===== config.mk =====
export PLATFORM = sky130hd
export DESIGN_NAME = decoder_rr_arbiter
export DESIGN_NICKNAME = d
export VERILOG_FILES = /design/src/rtl/decoder_rr_arbiter.sv
export SDC_FILE = /design/constraint.sdc
export NUM_CORES = 1
export LEC_CHECK = 0
export CELL_PAD_IN_SITES_DETAIL_PLACEMENT = 0
export CELL_PAD_IN_SITES_GLOBAL_PLACEMENT = 1
export CORE_MARGIN = 5
export CORE_UTILIZATION = 45
export DETAILED_ROUTE_END_ITERATION = 6
export GPL_ROUTABILITY_DRIVEN = 0
export MAX_ROUTING_LAYER = met4
export PLACE_DENSITY = 0.9
export REMOVE_ABC_BUFFERS = 1
export SLEW_MARGIN = 25
export SYNTH_ARGS = -nofsm -noshare
export SYNTH_HDL_FRONTEND = slang
export SYNTH_SLANG_ARGS = --single-unit

===== constraint.sdc =====
create_clock -name sys_clk -period 7.4 [get_ports sys_clk]
set_input_delay 0.74 -clock sys_clk [delete_from_list [all_inputs] [get_ports sys_clk]]
set_output_delay 0.74 -clock sys_clk [all_outputs]
set_load 0.05 [all_outputs]

===== src/rtl/decoder_rr_arbiter.sv =====
// 8-way round-robin arbiter whose registered grant index drives the A/B/C
// selects of a 3-to-8 decoder; owners are separated by one dead cycle.
//
// state | meaning
// IDLE  | no owner, arbitrating every cycle from ptr
// GRANT | grant_id owns the resource, hold counter running
// GAP   | single dead cycle after a release, arbitrating for the next owner
module decoder_rr_arbiter #(
  parameter int MAX_HOLD = 16,
  parameter int CNT_W    = 5
) (
  input  logic       sys_clk,
  input  logic       sys_rst_n,
  input  logic [7:0] req,
  output logic       sel_A,
  output logic       sel_B,
  output logic       sel_C,
  output logic [7:0] grant,
  output logic       grant_vld,
  output logic [2:0] grant_id,
  output logic       timeout
);

  typedef enum logic [1:0] {
    IDLE  = 2'd0,
    GRANT = 2'd1,
    GAP   = 2'd2
  } state_t;

  localparam logic [CNT_W-1:0] HOLD_LAST = CNT_W'(MAX_HOLD - 1);

  state_t           state_q, state_d;
  logic [2:0]       ptr_q, ptr_d;
  logic [CNT_W-1:0] hold_cnt_q, hold_cnt_d;
  logic [2:0]       grant_id_q, grant_id_d;
  logic             grant_vld_q, grant_vld_d;
  logic             timeout_q, timeout_d;

  logic             win_found;
  logic [2:0]       win_idx;
  logic [2:0]       scan_idx;
  logic             others_pend;

  // First set request scanning upward from ptr with wrap.
  always_comb begin
    win_found = 1'b0;
    win_idx   = 3'd0;
    scan_idx  = 3'd0;
    for (int i = 0; i < 8; i++) begin
      scan_idx = ptr_q + 3'(i);
      if (!win_found && req[scan_idx]) begin
        win_found = 1'b1;
        win_idx   = scan_idx;
      end
    end
  end

  assign others_pend = |(req & ~(8'h01 << grant_id_q));

  always_comb begin
    state_d     = state_q;
    ptr_d       = ptr_q;
    hold_cnt_d  = hold_cnt_q;
    grant_id_d  = grant_id_q;
    grant_vld_d = grant_vld_q;
    timeout_d   = 1'b0;
    case (state_q)
      IDLE, GAP: begin
        if (win_found) begin
          state_d     = GRANT;
          grant_id_d  = win_idx;
          grant_vld_d = 1'b1;
          hold_cnt_d  = '0;
          ptr_d       = win_idx + 3'd1;
        end else begin
          state_d     = IDLE;
          grant_vld_d = 1'b0;
        end
      end
      GRANT: begin
        // A dropping owner wins over a coincident timeout: plain release.
        if (!req[grant_id_q]) begin
          state_d     = GAP;
          grant_vld_d = 1'b0;
        end else if (hold_cnt_q == HOLD_LAST && others_pend) begin
          state_d     = GAP;
          grant_vld_d = 1'b0;
          timeout_d   = 1'b1;
        end else if (hold_cnt_q != HOLD_LAST) begin
          hold_cnt_d = hold_cnt_q + CNT_W'(1);
        end
      end
      default: begin
        state_d     = IDLE;
        grant_vld_d = 1'b0;
      end
    endcase
  end

  always_ff @(posedge sys_clk or negedge sys_rst_n) begin
    if (!sys_rst_n) begin
      state_q     <= IDLE;
      ptr_q       <= 3'd0;
      hold_cnt_q  <= '0;
      grant_id_q  <= 3'd0;
      grant_vld_q <= 1'b0;
      timeout_q   <= 1'b0;
    end else begin
      state_q     <= state_d;
      ptr_q       <= ptr_d;
      hold_cnt_q  <= hold_cnt_d;
      grant_id_q  <= grant_id_d;
      grant_vld_q <= grant_vld_d;
      timeout_q   <= timeout_d;
    end
  end

  always_comb begin
    grant = 8'h00;
    if (grant_vld_q) grant = 8'h01 << grant_id_q;
  end

  assign sel_A     = grant_id_q[2];
  assign sel_B     = grant_id_q[1];
  assign sel_C     = grant_id_q[0];
  assign grant_vld = grant_vld_q;
  assign grant_id  = grant_id_q;
  assign timeout   = timeout_q;

endmodule


==> results.md <==
- Mean number of vias per cell: 6.24
- Largest net degree at the start of global routing: 19
- Io pins: 26
- Clock-pin slew of the registers on the worst-case setup and hold paths: 60 ps
- Largest delay share family, worst path: adder cells
- Worst path slowest cell: dfrtp_1
- Fraction of the yosys area taken by sequential cells: 19.4%
- WL final: 4.23 mm
- Area leader, netlist: dfrtp_1
- Crit path capture type: flip-flop
- TritonRoute pass-1 iters: 5
- Core Area: 0.00394 sq mm
- Max incr delay on CP: 810 ps
- Grt total ovfl: 0
- Vias in the first global route: 1581
- Main combinational cell family by area after synthesis: multiplexers
- Port bufs: 25
- Main synth FF type: dfrtp_1
- TritonCTS Buffers: 3
- Post-synth EDFFs: 0
- Synth cell types: 50
- Worst setup path category: reg2reg
- Critical Path AT: 4100 ps
- RSZ-0062 raised after global routing: false
- Fmax: 252 MHz
- Postcts setup bufs: 0
- CTS tree: yes
- Num Clock Sinks: 14
- Area contributors post-synth: dfrtp_1 (19%), mux4_2 (15%), nor2_1 (4.2%), nand2_1 (3.8%), mux2_1 (3.7%)
- Routed len/inst: 16.3 um
- Async set-reset flop share out of synthesis: 100%
- Clock root buffer: clkbuf_8
- Mean post-synth cell area: 9.24 sq um
- CTS max path bufs: 2
- Die span in x: 73.3 um
- Cts repair resizes: 0
- Slew Limit Fails: 0
- Share of cells above drive strength 1: 14.8%
- DRT antenna net count: 0
- YS warnings: 0
- Slew @ Worst Pin: 726 ps
- Synth Area in Simple Gates: 15.5%
- Critical path peak fanout: 18
- Worst-Skew Late Latency: 240 ps
- Post-synthesis mux area share: 28.7%
- Post-Syn Area: 0.00180 sq mm
- Xor/xnor cell area share of the yosys netlist: 2.92%
- Final nets: 225
- Cells after Synth: 195
- Hold Buf Count CTS: 0
- Final Hold Viols: 0
- Total Routing Usage GR: 17.8%
- CP bufs+invs: 1
- Status: finished clean
- Drc violations: 0
- Worst setup SP type: flip-flop
- Max Cap Viol: 0
- Initial antenna violation count: 0
- Starting Density: 45.7%
- Die Area: 0.00537 sq mm
- Yosys top cell area share: 19.4%
- Initial DRC Count: 85
- Final Cycle Share: 53.5%
- Fin Setup TNS: 0 ps
- Rel. slew slack: 51.6%
- Via Count: 1617
- Clk_skew: 6.25 ps
- Final WS setup: 3440 ps
- Hold Path Class: reg2reg
- Final setup fails: 0
- Cell mode on critical path: ha_1
- First-pass GRT wire length: 7.47 mm
- Synth Area in Compound Gates: 22.2%
- DP Worst Slack: 3410 ps
- Most frequent cells after synthesis: nor2_1 (20), nand2_1 (18), dfrtp_1 (14)
- Most frequent cell after synthesis: nor2_1
- Diode count: 0
- Die Span Y: 73.3 um
- Synth Register Bits: 14
- Worst EP required: 7540 ps
- Rows: 23
- CP Cell Sequence: inv_1, ha_1, mux4_2, mux2i_4, and3_1, nand2_1, o31a_1, o32ai_2, ha_1, o32ai_1, a31o_1
- H-Tree Depth: 1
- Final Critical Period: 3960 ps
- Hpwl dp: 3.16 mm
- Adder-cell share of the synthesized area: 3.47%
- Syn-to-layout area delta: 14.5%
[flip-flops by register name, indices dropped and copies added (netlist names)]
register and count:
grant_id 3, timeout 1, hold_cnt_q 5, state_q 2, ptr_q 3
[final timing paths]
| check | from | endpoint | slack (ps) | cells past startpoint |
|---|---|---|---|---|
| setup / recovery | ptr_q[0] | ptr_q[2] | 3440 | 11 |
| hold / removal | state_q[1] | state_q[1] | 550 | 2 |
| setup reg to reg | ptr_q[0] | ptr_q[2] | 3440 | 11 |
| hold reg to reg | state_q[1] | state_q[1] | 550 | 2 |
| max in group asynchronous | sys_rst_n | hold_cnt_q[3] | 6090 | 1 |
| min in group asynchronous | sys_rst_n | timeout | 890 | 1 |
[worst register-to-register path: cells and delay by family (launching register included)]
family	cells	cell delay, ps
adder cells (fa/ha/maj)	2	860
AND/OR/NAND/NOR	2	360
multiplexers	2	870
flip-flops	1	810
AO/OA/AOI/OAI	4	780
buffers and inverters	1	180
[cell families after synthesis]
kind of cell               Yosys count
AOI/OAI and AO/OA                   53
xor gates and xnor gates             6
adders and majority gates            5
buffers and inverters               24
DFF                                 14
muxes                               33
and+or+nand+nor                     60
[routing by layer]
metal / vias to the layer above / share of wire [%] / GRT usage, %
met3: 15 / 4.8 / 1.64
li1: 769 / - / -
met2: 67 / 45 / 27.3
met1: 766 / 48 / 25.2
met4: 0 / 2.1 / 4.51
met5: - / 0 / -
[area by class of cell]
cell class	count	area (sq um)
Inverter	9	33.8
Tap cell	50	62.6
Timing Repair Buffer	25	250
Clock buffer	4	55.1
Multi-Input combinational cell	157	1310
Fill cell	363	1880
Sequential cell	14	350
[per-stage QoR]
step / hold slack, ps / instance area, sq um / std cells / utilization (%)
finish: 545 / 2060 / 259 / 52.3
global route: 586 / 2060 / 259 / 52.3
CTS: 543 / 2060 / 259 / 52.3
detailed placement: 534 / 2010 / 255 / 50.9
global placement: 522 / 2010 / 255 / 50.9
floorplan: 444 / 1700 / 180 / -
[layout by cell type, fill, tap and decap left out, types with 2 or more instances in the layout]
cell type | Yosys | routed
xnor2_1 | 2 | 2
o21ai_1 | 5 | 5
nand2b_1 | 5 | 5
a221oi_1 | 4 | 4
o31a_1 | 2 | 2
a21o_1 | 3 | 3
clkbuf_8 | 0 | 4
inv_2 | 2 | 2
o21ai_0 | 5 | 5
mux2_1 | 6 | 6
xor2_1 | 4 | 4
clkdlybuf4s50_1 | 0 | 25
nand4_1 | 2 | 2
and2_1 | 2 | 2
a32o_1 | 2 | 2
inv_1 | 7 | 7
o32ai_1 | 3 | 3
o22ai_1 | 2 | 2
a22oi_1 | 2 | 2
dfrtp_1 | 14 | 14
mux2i_1 | 6 | 6
o21a_1 | 4 | 4
mux4_2 | 12 | 12
nand2_1 | 18 | 18
or3_1 | 3 | 3
and3_1 | 3 | 3
mux2_4 | 2 | 2
ha_1 | 5 | 5
nor3_1 | 5 | 5
a22o_1 | 2 | 2
a21oi_1 | 8 | 8
mux2_2 | 6 | 6
nor2_1 | 20 | 20
Power is left out: the tool's default activity adds up to more than one toggle a clock period on the data nets, which glitch-free logic cannot reach.
